===== src/rtl/dmem_arbiter_if.sv =====
// Requester A/B handshake and DMEM bus shared by the arbiter, its requesters and DMEM.
// `DMEM_ARB_PROTECT_EN adds the port-B write-protect error flag ARB_b_err.
interface dmem_arbiter_if #(
  parameter int ADDR_W = 8,
  parameter int DATA_W = 32
);
  logic              ARB_a_req, ARB_a_we, ARB_a_ack;
  logic [ADDR_W-1:0] ARB_a_addr;
  logic [DATA_W-1:0] ARB_a_wdata, ARB_a_rdata;
  logic              ARB_b_req, ARB_b_we, ARB_b_ack;
  logic [ADDR_W-1:0] ARB_b_addr;
  logic [DATA_W-1:0] ARB_b_wdata, ARB_b_rdata;
  logic [ADDR_W-1:0] ARB_mem_address;
  logic [DATA_W-1:0] ARB_mem_data_in, ARB_mem_data_out;
  logic              ARB_mem_write, ARB_mem_read, ARB_busy;
`ifdef DMEM_ARB_PROTECT_EN
  logic              ARB_b_err;
`endif

  // arbiter side
  modport slave (
`ifdef DMEM_ARB_PROTECT_EN
    output ARB_b_err,
`endif
    input  ARB_a_req, ARB_a_we, ARB_a_addr, ARB_a_wdata,
    output ARB_a_ack, ARB_a_rdata,
    input  ARB_b_req, ARB_b_we, ARB_b_addr, ARB_b_wdata,
    output ARB_b_ack, ARB_b_rdata,
    output ARB_mem_address, ARB_mem_data_in, ARB_mem_write, ARB_mem_read, ARB_busy,
    input  ARB_mem_data_out
  );

  // requesters + DMEM side
  modport master (
`ifdef DMEM_ARB_PROTECT_EN
    input  ARB_b_err,
`endif
    output ARB_a_req, ARB_a_we, ARB_a_addr, ARB_a_wdata,
    input  ARB_a_ack, ARB_a_rdata,
    output ARB_b_req, ARB_b_we, ARB_b_addr, ARB_b_wdata,
    input  ARB_b_ack, ARB_b_rdata,
    input  ARB_mem_address, ARB_mem_data_in, ARB_mem_write, ARB_mem_read, ARB_busy,
    output ARB_mem_data_out
  );
endinterface


===== src/rtl/dmem_arbiter.sv =====
// Two-port DMEM arbiter/sequencer: IDLE -> ACCESS (one strobe cycle) -> RESP (one ack cycle).
// `DMEM_ARB_PROTECT_EN blocks port-B writes at or above PROTECT_BASE and pulses ARB_b_err.
module dmem_arbiter #(
  parameter int ADDR_W    = 8,
  parameter int DATA_W    = 32,
  parameter int PRIO_MODE = 0
`ifdef DMEM_ARB_PROTECT_EN
  ,
  parameter logic [ADDR_W-1:0] PROTECT_BASE = 8'hC0
`endif
) (
  input logic           ARB_clk,
  input logic           ARB_rst,
  dmem_arbiter_if.slave bus
);
  typedef enum logic [1:0] {S_IDLE = 2'd0, S_ACCESS = 2'd1, S_RESP = 2'd2} state_t;

  state_t            r_state, w_next;
  logic              r_cmd_b, r_cmd_we, r_last;
  logic [ADDR_W-1:0] r_cmd_addr;
  logic [DATA_W-1:0] r_cmd_wdata, r_a_rdata, r_b_rdata;
  logic              w_any, w_grant_b, w_wr_block;

  assign w_any = bus.ARB_a_req | bus.ARB_b_req;
  // r_last: 0 = A, 1 = B. B wins alone, or on a round-robin tie after A's turn.
  assign w_grant_b = bus.ARB_b_req & (~bus.ARB_a_req | ((PRIO_MODE == 0) && !r_last));

`ifdef DMEM_ARB_PROTECT_EN
  assign w_wr_block    = r_cmd_b & r_cmd_we & (r_cmd_addr >= PROTECT_BASE);
  assign bus.ARB_b_err = (r_state == S_RESP) & w_wr_block;
`else
  assign w_wr_block    = 1'b0;
`endif

  always_ff @(posedge ARB_clk) begin
    if (ARB_rst) r_state <= S_IDLE;
    else         r_state <= w_next;
  end

  always_ff @(posedge ARB_clk) begin
    if (ARB_rst) begin
      r_cmd_b     <= 1'b0;
      r_cmd_we    <= 1'b0;
      r_cmd_addr  <= '0;
      r_cmd_wdata <= '0;
      r_last      <= 1'b1;
      r_a_rdata   <= '0;
      r_b_rdata   <= '0;
    end else begin
      case (r_state)
        S_IDLE: if (w_any) begin
          r_cmd_b     <= w_grant_b;
          r_cmd_we    <= w_grant_b ? bus.ARB_b_we    : bus.ARB_a_we;
          r_cmd_addr  <= w_grant_b ? bus.ARB_b_addr  : bus.ARB_a_addr;
          r_cmd_wdata <= w_grant_b ? bus.ARB_b_wdata : bus.ARB_a_wdata;
        end
        S_ACCESS: if (!r_cmd_we) begin
          if (r_cmd_b) r_b_rdata <= bus.ARB_mem_data_out;
          else         r_a_rdata <= bus.ARB_mem_data_out;
        end
        S_RESP:  r_last <= r_cmd_b;
        default: ;
      endcase
    end
  end

  always_comb begin
    w_next = r_state;
    case (r_state)
      S_IDLE:   if (w_any) w_next = S_ACCESS;
      S_ACCESS: w_next = S_RESP;
      default:  w_next = S_IDLE;
    endcase
  end

  // Strobes are gated by reset so a write caught mid-ACCESS never lands.
  always_comb begin
    bus.ARB_mem_address = '0;
    bus.ARB_mem_data_in = '0;
    bus.ARB_mem_write   = 1'b0;
    bus.ARB_mem_read    = 1'b0;
    bus.ARB_a_ack       = 1'b0;
    bus.ARB_b_ack       = 1'b0;
    case (r_state)
      S_ACCESS: begin
        bus.ARB_mem_address = r_cmd_addr;
        bus.ARB_mem_data_in = r_cmd_wdata;
        bus.ARB_mem_write   = r_cmd_we & ~w_wr_block & ~ARB_rst;
        bus.ARB_mem_read    = ~r_cmd_we & ~ARB_rst;
      end
      S_RESP: begin
        bus.ARB_a_ack = ~r_cmd_b;
        bus.ARB_b_ack = r_cmd_b;
      end
      default: ;
    endcase
  end

  assign bus.ARB_busy    = (r_state != S_IDLE);
  assign bus.ARB_a_rdata = r_a_rdata;
  assign bus.ARB_b_rdata = r_b_rdata;
endmodule


===== src/flat_wrapper.sv =====
// flat-port wrapper written by rule: the top's interface ports become plain ports
module dmem_arbiter_flat 
#(
  parameter int ADDR_W    = 8,
  parameter int DATA_W    = 32,
  parameter int PRIO_MODE = 0

)
  (ARB_clk, ARB_rst, bus_ARB_a_req, bus_ARB_a_we, bus_ARB_a_addr, bus_ARB_a_wdata, bus_ARB_a_ack, bus_ARB_a_rdata, bus_ARB_b_req, bus_ARB_b_we, bus_ARB_b_addr, bus_ARB_b_wdata, bus_ARB_b_ack, bus_ARB_b_rdata, bus_ARB_mem_address, bus_ARB_mem_data_in, bus_ARB_mem_write, bus_ARB_mem_read, bus_ARB_busy, bus_ARB_mem_data_out);
  dmem_arbiter_if #(.ADDR_W(ADDR_W), .DATA_W(DATA_W)) bus_i ();
  input logic ARB_clk;
  input logic ARB_rst;
  input wire logic [$bits(bus_i.ARB_a_req)-1:0] bus_ARB_a_req;
  input wire logic [$bits(bus_i.ARB_a_we)-1:0] bus_ARB_a_we;
  input wire logic [$bits(bus_i.ARB_a_addr)-1:0] bus_ARB_a_addr;
  input wire logic [$bits(bus_i.ARB_a_wdata)-1:0] bus_ARB_a_wdata;
  output wire logic [$bits(bus_i.ARB_a_ack)-1:0] bus_ARB_a_ack;
  output wire logic [$bits(bus_i.ARB_a_rdata)-1:0] bus_ARB_a_rdata;
  input wire logic [$bits(bus_i.ARB_b_req)-1:0] bus_ARB_b_req;
  input wire logic [$bits(bus_i.ARB_b_we)-1:0] bus_ARB_b_we;
  input wire logic [$bits(bus_i.ARB_b_addr)-1:0] bus_ARB_b_addr;
  input wire logic [$bits(bus_i.ARB_b_wdata)-1:0] bus_ARB_b_wdata;
  output wire logic [$bits(bus_i.ARB_b_ack)-1:0] bus_ARB_b_ack;
  output wire logic [$bits(bus_i.ARB_b_rdata)-1:0] bus_ARB_b_rdata;
  output wire logic [$bits(bus_i.ARB_mem_address)-1:0] bus_ARB_mem_address;
  output wire logic [$bits(bus_i.ARB_mem_data_in)-1:0] bus_ARB_mem_data_in;
  output wire logic [$bits(bus_i.ARB_mem_write)-1:0] bus_ARB_mem_write;
  output wire logic [$bits(bus_i.ARB_mem_read)-1:0] bus_ARB_mem_read;
  output wire logic [$bits(bus_i.ARB_busy)-1:0] bus_ARB_busy;
  input wire logic [$bits(bus_i.ARB_mem_data_out)-1:0] bus_ARB_mem_data_out;
  assign bus_i.ARB_a_req = bus_ARB_a_req;
  assign bus_i.ARB_a_we = bus_ARB_a_we;
  assign bus_i.ARB_a_addr = bus_ARB_a_addr;
  assign bus_i.ARB_a_wdata = bus_ARB_a_wdata;
  assign bus_ARB_a_ack = bus_i.ARB_a_ack;
  assign bus_ARB_a_rdata = bus_i.ARB_a_rdata;
  assign bus_i.ARB_b_req = bus_ARB_b_req;
  assign bus_i.ARB_b_we = bus_ARB_b_we;
  assign bus_i.ARB_b_addr = bus_ARB_b_addr;
  assign bus_i.ARB_b_wdata = bus_ARB_b_wdata;
  assign bus_ARB_b_ack = bus_i.ARB_b_ack;
  assign bus_ARB_b_rdata = bus_i.ARB_b_rdata;
  assign bus_ARB_mem_address = bus_i.ARB_mem_address;
  assign bus_ARB_mem_data_in = bus_i.ARB_mem_data_in;
  assign bus_ARB_mem_write = bus_i.ARB_mem_write;
  assign bus_ARB_mem_read = bus_i.ARB_mem_read;
  assign bus_ARB_busy = bus_i.ARB_busy;
  assign bus_i.ARB_mem_data_out = bus_ARB_mem_data_out;
  dmem_arbiter #(.ADDR_W(ADDR_W), .DATA_W(DATA_W), .PRIO_MODE(PRIO_MODE)) u_core (.ARB_clk(ARB_clk), .ARB_rst(ARB_rst), .bus(bus_i));
endmodule

===== config.mk =====
export PLATFORM = sky130hd
export DESIGN_NAME = dmem_arbiter_flat
export DESIGN_NICKNAME = d
export VERILOG_FILES = /design/src/rtl/dmem_arbiter_if.sv /design/src/rtl/dmem_arbiter.sv /design/src/flat_wrapper.sv
export SDC_FILE = /design/constraint.sdc
export NUM_CORES = 1
export LEC_CHECK = 0
export ABC_CLOCK_PERIOD_IN_PS = 1700
export BUFFER_PORTS_ARGS = -buffer_cell sky130_fd_sc_hd__buf_4
export CORE_UTILIZATION = 44
export DETAILED_ROUTE_END_ITERATION = 12
export PLACE_DENSITY = 0.75
export RECOVER_POWER = 50
export SYNTH_ARGS = -nofsm -noshare
export SYNTH_HDL_FRONTEND = slang
export SYNTH_SLANG_ARGS = --single-unit

===== constraint.sdc =====
create_clock -name ARB_clk -period 1.7 [get_ports ARB_clk]
set_input_delay 0.17 -clock ARB_clk [delete_from_list [all_inputs] [get_ports ARB_clk]]
set_output_delay 0.17 -clock ARB_clk [all_outputs]
set_load 0.01 [all_outputs]

Word level (Yosys, flattened, before mapping):

Cells that the tools add are included.

* bits in registers: 109
* input bits: 118
* output and inout port bits: 109
* logic and storage cells: 37

* equal/unequal tests: 3
* multiplexer cells: 11
* bitwise operators: 9
* reduce and logical (&&, ||, !) cells: 6

Operators by type and width (number)
* $mux W32: 2
* $mux W8: 2
* $reduce_and A3 Y1: 2
* $mux W1: 5
* $not A1 Y1: 4
* $pmux W2 S2: 1
* $and A1 B1 Y1: 3
* $eq A2 B1 Y1 const B: 1
* $eq A2 B2 Y1 const B: 1
* $logic_not A2 Y1: 1
* $mux W2: 1
* $ne A2 B1 Y1 const B: 1
* $or A1 B1 Y1: 2
* $reduce_and A2 Y1: 1
* $reduce_bool A2 Y1: 1
* $logic_not A1 Y1: 1

Longest topological paths before layout:

Gate-level depths: netlist (run 1).

* depth in word-level cells: 4
* depth in mapped cells: 5
* mapped depth without buffers: 4

Worst setup path before layout (run 1):

Ideal clock, no wire load.

* path type: reg-to-reg
* from: register u_core.r_state[1]
* to: register u_core.r_a_rdata[10] (netlist: u_core.bus.ARB_a_rdata[10])
* data arrival time: 1.265 ns
* data required time: 1.568 ns
* slack: 0.303 ns
* cell stages (with the launch flop): 6
* clock period less this slack: 1.397 ns
* cells stage by stage: dfxtp_1 > or4b_1 > clkbuf_1 > buf_2 > nand2_1 > a21oi_1

* longest elaborated chain between the ends: 2

Ends and longest elaborated chain
* start: declaration: RTL line dmem_arbiter.sv:18 `state_t r_state, w_next;`
* start signal: assignment: RTL line dmem_arbiter.sv:37 `else r_state <= w_next;`
* $eq A2 B1 Y1: RTL line dmem_arbiter.sv:50 `case (r_state)`
* $reduce_and A3 Y1 (no source line)
* end signal: assignment: RTL line dmem_arbiter.sv:59 `else r_a_rdata <= bus.ARB_mem_data_out;`
* end: declaration: RTL line dmem_arbiter.sv:21 `logic [DATA_W-1:0] r_cmd_wdata, r_a_rdata, r_b_rdata;`

Every way passes these cells.
A chain may end at the register's enable or synchronous reset.

Final worst setup path (run 1):

* from: register u_core.r_state[0]
* to: output port bus_ARB_mem_data_in[27]

* longest elaborated chain between the ends: 2

Ends and longest elaborated chain
* $eq A2 B1 Y1: RTL line dmem_arbiter.sv:84 `case (r_state)`
* $mux W32: RTL line dmem_arbiter.sv:84
* end: declaration: RTL line flat_wrapper.sv:26 `output wire logic [$bits(bus_i.ARB_mem_data_in)-1:0] bus_ARB_mem_data_in;`

Every way passes these cells.

==> run_summary.xml, run 1 <==
<?xml version="1.0" encoding="UTF-8"?>
<metrics>
  <group name="power_and_ir_drop">
    <metric name="comb_power_share" unit="">0.191</metric>
    <metric name="ir_drop" unit="mV">0.528</metric>
    <metric name="power.sequential.fraction" unit="">0.511</metric>
    <metric name="total_leakage_power" unit="nW">2.61</metric>
    <metric name="clock_power_share" unit="">0.298</metric>
    <metric name="power_report.internal_total" unit="W">0.00400</metric>
    <metric name="switching_portion_of_total_power" unit="">0.277</metric>
    <metric name="total_switching_power" unit="W">0.00153</metric>
    <metric name="power-per-cell-area" unit="nW/um^2">876</metric>
  </group>
  <group name="global_routing">
    <metric name="initial_antenna_violation_count" unit="">0</metric>
    <metric name="track_usage" unit="">0.249</metric>
    <metric name="globalRouteOverflowTotal" unit="">0</metric>
    <metric name="grt_first_pass_wirelength" unit="um">20700</metric>
    <metric name="grt_pass1_vias" unit="">4346</metric>
    <metric name="largest_net_degree_at_the_start_of_global_routing" unit="">61</metric>
  </group>
  <group name="synthesis">
    <metric name="instance_count_of_the_mapped_netlist" unit="">582</metric>
    <metric name="synthesis.area_per_instance" unit="um^2">7.72</metric>
    <metric name="synth.cells.most_frequent" unit="">210 x sky130_fd_sc_hd__nand2_1, 109 x sky130_fd_sc_hd__dfxtp_1, 106 x sky130_fd_sc_hd__a21oi_1, 41 x sky130_fd_sc_hd__a311oi_1, 41 x sky130_fd_sc_hd__and2_1</metric>
    <metric name="synth.lib_cells_used.distinct" unit="">23</metric>
    <metric name="synth_most_common_cell" unit="">sky130_fd_sc_hd__nand2_1</metric>
    <metric name="ys.flop_type" unit="">sky130_fd_sc_hd__dfxtp_1</metric>
    <metric name="synth_area_leader_cell" unit="">sky130_fd_sc_hd__dfxtp_1</metric>
    <metric name="synthTopCellsByArea" unit="">sky130_fd_sc_hd__dfxtp_1 49%, sky130_fd_sc_hd__nand2_1 18%, sky130_fd_sc_hd__a21oi_1 12%</metric>
    <metric name="synth_top_cell_area_share" unit="">0.486</metric>
    <metric name="synthArstFlopShare" unit="">0</metric>
    <metric name="ys_ff_latch" unit="">109</metric>
    <metric name="synth-edff-count" unit="">0</metric>
    <metric name="syn-cell-area" unit="um^2">4490</metric>
    <metric name="yosysWarnings" unit="">0</metric>
    <metric name="number_of_nets_in_the_synthesized_netlist" unit="">700</metric>
    <metric name="sequential_cell_area_fraction_in_the_yosys_report" unit="">0.486</metric>
  </group>
  <group name="sta">
    <metric name="period_needed" unit="ns">1.57</metric>
    <metric name="tns_setup" unit="ns">0</metric>
    <metric name="hold_violations" unit="">0</metric>
    <metric name="final_max_slew_viol_count" unit="">0</metric>
    <metric name="slew_at_the_pin_with_the_worst_max_slew_slack" unit="ns">0.795</metric>
    <metric name="finalCritPeriodShare" unit="">0.925</metric>
    <metric name="grt_setup_unrepaired" unit="">false</metric>
    <metric name="fmax_achieved" unit="MHz">636</metric>
    <metric name="timing.clock.skew" unit="ns">0.0103</metric>
    <metric name="final-setup-viol-count" unit="">0</metric>
    <metric name="timing.slew.headroom" unit="">0.470</metric>
  </group>
  <group name="worst_hold_path">
    <metric name="hold_start" unit="">bus_ARB_mem_data_out[16]</metric>
    <metric name="worst_hold_path_type" unit="">in -&gt; reg</metric>
    <metric name="worst_hold_end" unit="">u_core.bus.ARB_b_rdata[16]$_SDFFE_PP0P_</metric>
    <metric name="min_path_cells" unit="">3</metric>
  </group>
  <group name="setup_path">
    <metric name="worst_setup_path_start_kind" unit="">flip-flop</metric>
    <metric name="timing.critical_path.required" unit="ns">1.53</metric>
    <metric name="crit_path_end_kind" unit="">output pin</metric>
    <metric name="timing.rr.start" unit="">u_core.r_state[1]$_SDFFE_PP0P_</metric>
    <metric name="r2r_slack" unit="ns">0.18</metric>
    <metric name="critical_path.reg2reg.endpoint" unit="">u_core.r_cmd_wdata[6]$_SDFFE_PP0P_</metric>
    <metric name="critPathKind" unit="">reg -&gt; out</metric>
    <metric name="data_arrival_time_of_the_critical_path" unit="ns">1.40</metric>
    <metric name="rr_worst_depth" unit="">5</metric>
    <metric name="critical_path.max_fanout" unit="">14</metric>
  </group>
  <group name="die">
    <metric name="die_h" unit="um">103</metric>
    <metric name="initial_standard_cell_utilization_of_the_core" unit="">0.458</metric>
    <metric name="placementRows" unit="">36</metric>
    <metric name="fp.dieW" unit="um">103</metric>
    <metric name="die_area" unit="um^2">10600</metric>
    <metric name="fp.coreArea" unit="um^2">9820</metric>
    <metric name="num_io_pins" unit="">227</metric>
  </group>
  <group name="clock_tree">
    <metric name="cts_buffer_depth" unit="">2</metric>
    <metric name="clock_tree.htree_level_count" unit="">3</metric>
    <metric name="clk_latency" unit="ns">0.37</metric>
    <metric name="clock_sinks" unit="">109</metric>
    <metric name="cts_buffers" unit="">9</metric>
    <metric name="path_clk_slew" unit="ns">0.10</metric>
    <metric name="tritoncts" unit="">done</metric>
    <metric name="cts_root_buf" unit="">sky130_fd_sc_hd__clkbuf_8</metric>
  </group>
  <group name="drt">
    <metric name="drcViolationCount" unit="">0</metric>
    <metric name="drt-initial-drc-count" unit="">149</metric>
    <metric name="detail-route-antenna-nets" unit="">0</metric>
    <metric name="detailroute.via_count" unit="">4826</metric>
    <metric name="totalWireLength" unit="um">13500</metric>
    <metric name="number_of_iterations_in_the_first_detailed_routing_pass" unit="">5</metric>
    <metric name="routed_via_density" unit="">5.24</metric>
    <metric name="routed_wire_per_std_cell" unit="um">14.7</metric>
  </group>
  <group name="cells_and_area">
    <metric name="area.growth.synth_to_final" unit="%">40.5</metric>
    <metric name="finalNetCount" unit="">901</metric>
    <metric name="inserted_diodes" unit="">0</metric>
    <metric name="drive_above_1_share" unit="">0.250</metric>
    <metric name="fin_area" unit="um^2">6310</metric>
  </group>
  <group name="status">
    <metric name="outcome" unit="">finished clean</metric>
  </group>
  <group name="place">
    <metric name="routabilityCongestion" unit="">0.830</metric>
    <metric name="place_hpwl" unit="um">9690</metric>
    <metric name="placement.cell_area" unit="um^2">6340</metric>
    <metric name="place.port_buffers" unit="">226</metric>
  </group>
  <group name="run">
    <metric name="drv_cap" unit="">0</metric>
  </group>
</metrics>
-- power by group through the flow --
stage | logic [W] | clock network [W] | registers [W]
2_1_floorplan | 0.000535 | 0 | 0.00288
3_3_place_gp | 0.00108 | 0 | 0.00288
3_5_place_dp | 0.00111 | 0 | 0.00288
4_1_cts | 0.00111 | 0.00168 | 0.00283
5_1_grt | 0.00116 | 0.00177 | 0.00285
6_report | 0.00106 | 0.00165 | 0.00283
-- layout make-up --
| class | count | area [um^2] |
|---|---|---|
| timing repair buffer | 242 | 1640 |
| tap | 133 | 166 |
| clock inverter | 4 | 56.3 |
| fill | 919 | 3510 |
| multi-input combinational | 419 | 2100 |
| inverter | 2 | 7.51 |
| clock buffer | 12 | 155 |
| sequential | 109 | 2190 |
-- cells by family after synthesis --
family	count (synthesis)	synth area share
compound gates	151	0.206
buf+inv	54	0.0507
flops	109	0.486
simple gates	268	0.258
-- state kept, by name, summed over array words and instances, names as in the netlist --
name,flops
u_core.r_last,1
u_core.r_cmd_wdata,32
u_core.r_cmd_b,1
u_core.bus.ARB_a_rdata,32
u_core.r_cmd_addr,8
u_core.r_state,2
u_core.r_cmd_we,1
u_core.bus.ARB_b_rdata,32
-- layer usage --
layer	GRT usage	wire length, um
met5	0	0
met4	0.126	384
met1	0.297	5410
met2	0.422	6660
met3	0.0563	1090
-- critical path, cell delays in order, from the launching register on --
cell	delay, ns
sky130_fd_sc_hd__dfxtp_4	0.39
sky130_fd_sc_hd__nor2b_4	0.17
sky130_fd_sc_hd__buf_4	0.18
sky130_fd_sc_hd__and2_1	0.17
sky130_fd_sc_hd__buf_4	0.13
-- what timing repair did --
action | CTS | global route
buffers inserted | 0 | 0
hold buffers | 0 | 0
cloned | 0 | 0
resized for setup | 2 | 4
setup endpoints to repair | 27 | 40
pin swaps | 0 | 0
-- cell usage in the layout, fill, tap and decap left out, drive strengths merged, types with 2 or more instances in the layout --
cell type  count
a21oi        106
nor2           6
nor3           2
clkinv         3
dfxtp        109
nand2        210
and2          41
inv            2
clkbuf        80
buf          174
nand2b         2
a311oi        41
-- stage by stage --
step	setup WS [ns]	hold slack, ns	power (W)	instances	utilization
2_1_floorplan	0.303	0.306	0.00342	582	-
3_3_place_gp	0.258	0.432	0.00396	905	0.646
3_5_place_dp	0.195	0.437	0.00399	905	0.646
4_1_cts	0.0218	0.0306	0.00562	921	0.668
5_1_grt	0.0179	0.0362	0.00578	921	0.643
6_report	0.127	0.0443	0.00553	921	0.643
-- how the worst max path moves through the flow --
| stage | end | cells past startpoint | start | slack, ns |
|---|---|---|---|---|
| 2_1_floorplan | u_core.bus.ARB_a_rdata[10]$_SDFFE_PP0P_ | 5 | u_core.r_state[1]$_SDFFE_PP0P_ | 0.30 |
| 3_3_place_gp | u_core.bus.ARB_a_rdata[11]$_SDFFE_PP0P_ | 4 | u_core.r_state[1]$_SDFFE_PP0P_ | 0.26 |
| 3_5_place_dp | u_core.bus.ARB_a_rdata[13]$_SDFFE_PP0P_ | 4 | u_core.r_state[1]$_SDFFE_PP0P_ | 0.19 |
| 4_1_cts | bus_ARB_mem_address[3] | 4 | u_core.r_state[0]$_SDFFE_PP0P_ | 0.02 |
| 5_1_grt | bus_ARB_mem_data_in[27] | 4 | u_core.r_state[0]$_SDFFE_PP0P_ | 0.02 |
| 6_report | bus_ARB_mem_data_in[27] | 4 | u_core.r_state[0]$_SDFFE_PP0P_ | 0.13 |
Note: power is estimated with default switching activity, not from simulation.
==> run 2, diff against run 1 <==
--- a/config.mk
+++ b/config.mk
@@ -11,6 +11,7 @@
 export DETAILED_ROUTE_END_ITERATION = 12
 export PLACE_DENSITY = 0.75
 export RECOVER_POWER = 50
+export SETUP_SLACK_MARGIN = 0.3
 export SYNTH_ARGS = -nofsm -noshare
 export SYNTH_HDL_FRONTEND = slang
 export SYNTH_SLANG_ARGS = --single-unit
==> constraint.sdc (replaced) <==
create_clock -name ARB_clk -period 1.7 [get_ports ARB_clk]
set_input_delay 0 -clock ARB_clk [delete_from_list [all_inputs] [get_ports ARB_clk]]
set_output_delay 0 -clock ARB_clk [all_outputs]
set_load 0.01 [all_outputs]
==> run_summary.xml, run 2 (synthesized netlist as in run 1, its figures left out) <==
<?xml version="1.0" encoding="UTF-8"?>
<metrics>
  <group name="status">
    <metric name="outcome" unit="">finished clean</metric>
  </group>
  <group name="clock_tree">
    <metric name="path_clk_slew" unit="ns">0.10</metric>
    <metric name="cts_buffers" unit="">9</metric>
    <metric name="cts_root_buf" unit="">sky130_fd_sc_hd__clkbuf_8</metric>
    <metric name="tritoncts" unit="">done</metric>
    <metric name="clk_latency" unit="ns">0.37</metric>
    <metric name="clock_tree.htree_level_count" unit="">3</metric>
    <metric name="clock_sinks" unit="">109</metric>
    <metric name="cts_buffer_depth" unit="">2</metric>
  </group>
  <group name="drt">
    <metric name="detailroute.via_count" unit="">5678</metric>
    <metric name="routed_via_density" unit="">5.41</metric>
    <metric name="totalWireLength" unit="um">18800</metric>
    <metric name="detail-route-antenna-nets" unit="">0</metric>
    <metric name="drcViolationCount" unit="">0</metric>
    <metric name="routed_wire_per_std_cell" unit="um">17.9</metric>
    <metric name="number_of_iterations_in_the_first_detailed_routing_pass" unit="">5</metric>
    <metric name="drt-initial-drc-count" unit="">256</metric>
  </group>
  <group name="sta">
    <metric name="timing.slew.headroom" unit="">0.442</metric>
    <metric name="fmax_achieved" unit="MHz">620</metric>
    <metric name="tns_setup" unit="ns">0</metric>
    <metric name="period_needed" unit="ns">1.61</metric>
    <metric name="hold_violations" unit="">0</metric>
    <metric name="final_max_slew_viol_count" unit="">0</metric>
    <metric name="finalCritPeriodShare" unit="">0.949</metric>
    <metric name="slew_at_the_pin_with_the_worst_max_slew_slack" unit="ns">0.836</metric>
    <metric name="fin_hold_ws" unit="ns">0.0805</metric>
    <metric name="grt_setup_unrepaired" unit="">true</metric>
    <metric name="timing.clock.skew" unit="ns">0.0122</metric>
    <metric name="final-setup-viol-count" unit="">0</metric>
  </group>
  <group name="place">
    <metric name="place_hpwl" unit="um">9490</metric>
    <metric name="place.port_buffers" unit="">226</metric>
    <metric name="routabilityCongestion" unit="">0.781</metric>
  </group>
  <group name="power_and_ir_drop">
    <metric name="total_leakage_power" unit="nW">3.37</metric>
    <metric name="power-per-cell-area" unit="nW/um^2">740</metric>
    <metric name="ir_drop" unit="mV">0.451</metric>
  </group>
  <group name="cells_and_area">
    <metric name="regArea" unit="um^2">2190</metric>
    <metric name="multi_input_comb_area" unit="um^2">2450</metric>
    <metric name="finalNetCount" unit="">1030</metric>
    <metric name="drive_above_1_share" unit="">0.309</metric>
    <metric name="final_common_cell" unit="">sky130_fd_sc_hd__nand2_1</metric>
    <metric name="area.growth.synth_to_final" unit="%">78.9</metric>
    <metric name="layout_common_cells" unit="">182 x sky130_fd_sc_hd__nand2_1, 154 x sky130_fd_sc_hd__buf_4, 116 x sky130_fd_sc_hd__dlygate4sd3_1</metric>
    <metric name="nFillCells" unit="">623</metric>
    <metric name="inserted_diodes" unit="">0</metric>
  </group>
  <group name="global_routing">
    <metric name="groute.layer.met2.usage" unit="">0.554</metric>
    <metric name="globalRouteOverflowTotal" unit="">0</metric>
    <metric name="grt_pass1_vias" unit="">5325</metric>
    <metric name="track_usage" unit="">0.323</metric>
    <metric name="largest_net_degree_at_the_start_of_global_routing" unit="">65</metric>
    <metric name="global_route.usage.met1" unit="">0.382</metric>
    <metric name="initial_antenna_violation_count" unit="">0</metric>
    <metric name="use_met3" unit="">0.0671</metric>
    <metric name="grt_first_pass_wirelength" unit="um">26400</metric>
    <metric name="grt_most_used_layer" unit="">met2</metric>
  </group>
  <group name="setup_path">
    <metric name="cpPeakStageDelay" unit="ns">0.39</metric>
    <metric name="crit_path_cell_trace" unit="">buf_4, and4bb_2, clkbuf_4, nand2_1, a21oi_1</metric>
    <metric name="timing.critical_path.required" unit="ns">1.99</metric>
    <metric name="critPathKind" unit="">reg -&gt; reg</metric>
    <metric name="data_arrival_time_of_the_critical_path" unit="ns">1.91</metric>
    <metric name="critPathSlowestCell" unit="">sky130_fd_sc_hd__clkbuf_4</metric>
    <metric name="worst_setup_path_start_kind" unit="">flip-flop</metric>
    <metric name="crit_path_end_kind" unit="">flip-flop</metric>
    <metric name="critical_path.max_fanout" unit="">32</metric>
  </group>
  <group name="die">
    <metric name="die_area" unit="um^2">10600</metric>
    <metric name="die_h" unit="um">103</metric>
    <metric name="num_io_pins" unit="">227</metric>
    <metric name="fp.coreArea" unit="um^2">9820</metric>
    <metric name="placementRows" unit="">36</metric>
    <metric name="initial_standard_cell_utilization_of_the_core" unit="">0.458</metric>
    <metric name="fp.dieW" unit="um">103</metric>
  </group>
  <group name="run">
    <metric name="drv_cap" unit="">0</metric>
  </group>
  <group name="worst_hold_path">
    <metric name="worst_hold_path_type" unit="">in -&gt; reg</metric>
  </group>
</metrics>
==> run 2: area by class of cell <==
class                   count  share of cell area
well taps                 133              0.0207
multi-input cells         419               0.305
repair buffers            371               0.379
flip-flops and latches    109               0.272
clock buffers              10              0.0171
inverters                   2            0.000934
clock inverters             6             0.00576
==> run 2: final timing paths <==
| path | endpoint | depth (start not counted) | slack (ns) | from |
|---|---|---|---|---|
| max | u_core.bus.ARB_b_rdata[14]$_SDFFE_PP0P_ | 5 | 0.09 | u_core.r_cmd_we$_SDFFE_PP0P_ |
| min | u_core.r_cmd_b$_SDFFE_PP0P_ | 4 | 0.08 | bus_ARB_a_req |
| max reg2reg | u_core.bus.ARB_b_rdata[14]$_SDFFE_PP0P_ | 5 | 0.09 | u_core.r_cmd_we$_SDFFE_PP0P_ |
| min reg2reg | u_core.bus.ARB_b_rdata[25]$_SDFFE_PP0P_ | 2 | 0.46 | u_core.bus.ARB_b_rdata[25]$_SDFFE_PP0P_ |
==> run 2: worst max-delay path: cells and delay by family (launching register included) <==
family	cells	cell delay [ns]
buffers and inverters	2	0.55
AOI/OAI and AO/OA	1	0.18
and+or+nand+nor	2	0.47
DFF	1	0.33
==> run 2: what timing repair did <==
item	CTS	global route
hold buffers	116	0
endpoints found under the setup margin	100	117
hold endpoints to repair	106	0
gates resized for setup	38	102
pin swaps	14	30
cloned	2	4
setup buffers	3	1
==> run 2: where the power goes <==
part           switching [W]  total, W  internal [W]  leakage [nW]
clock               0.000923   0.00151      0.000582        0.0889
sequential          0.000105   0.00284       0.00273         0.893
combinational       0.000792   0.00161      0.000814          2.39
==> run 2: metal layers <==
| layer | wire length (um) | share of wire | vias up |
|---|---|---|---|
| met5 | 0 | 0 | - |
| met3 | 1560 | 0.083 | 67 |
| met4 | 785 | 0.042 | 0 |
| met2 | 9290 | 0.49 | 342 |
| met1 | 7170 | 0.38 | 2651 |
| li1 | - | - | 2618 |
==> run 2: through the flow <==
stage | setup WS [ns] | std cells | total power [W] | utilization | area (um^2)
after global routing | 0.0297 | 1050 | 0.00616 | 0.819 | 8040
after detailed placement | 0.254 | 908 | 0.00399 | 0.647 | 6350
final | 0.0869 | 1050 | 0.00595 | 0.819 | 8040
after floorplan | 0.303 | 582 | 0.00342 | - | 4490
after global placement | 0.296 | 908 | 0.00396 | 0.647 | 6350
after CTS | 0.208 | 1045 | 0.00572 | 0.800 | 7860
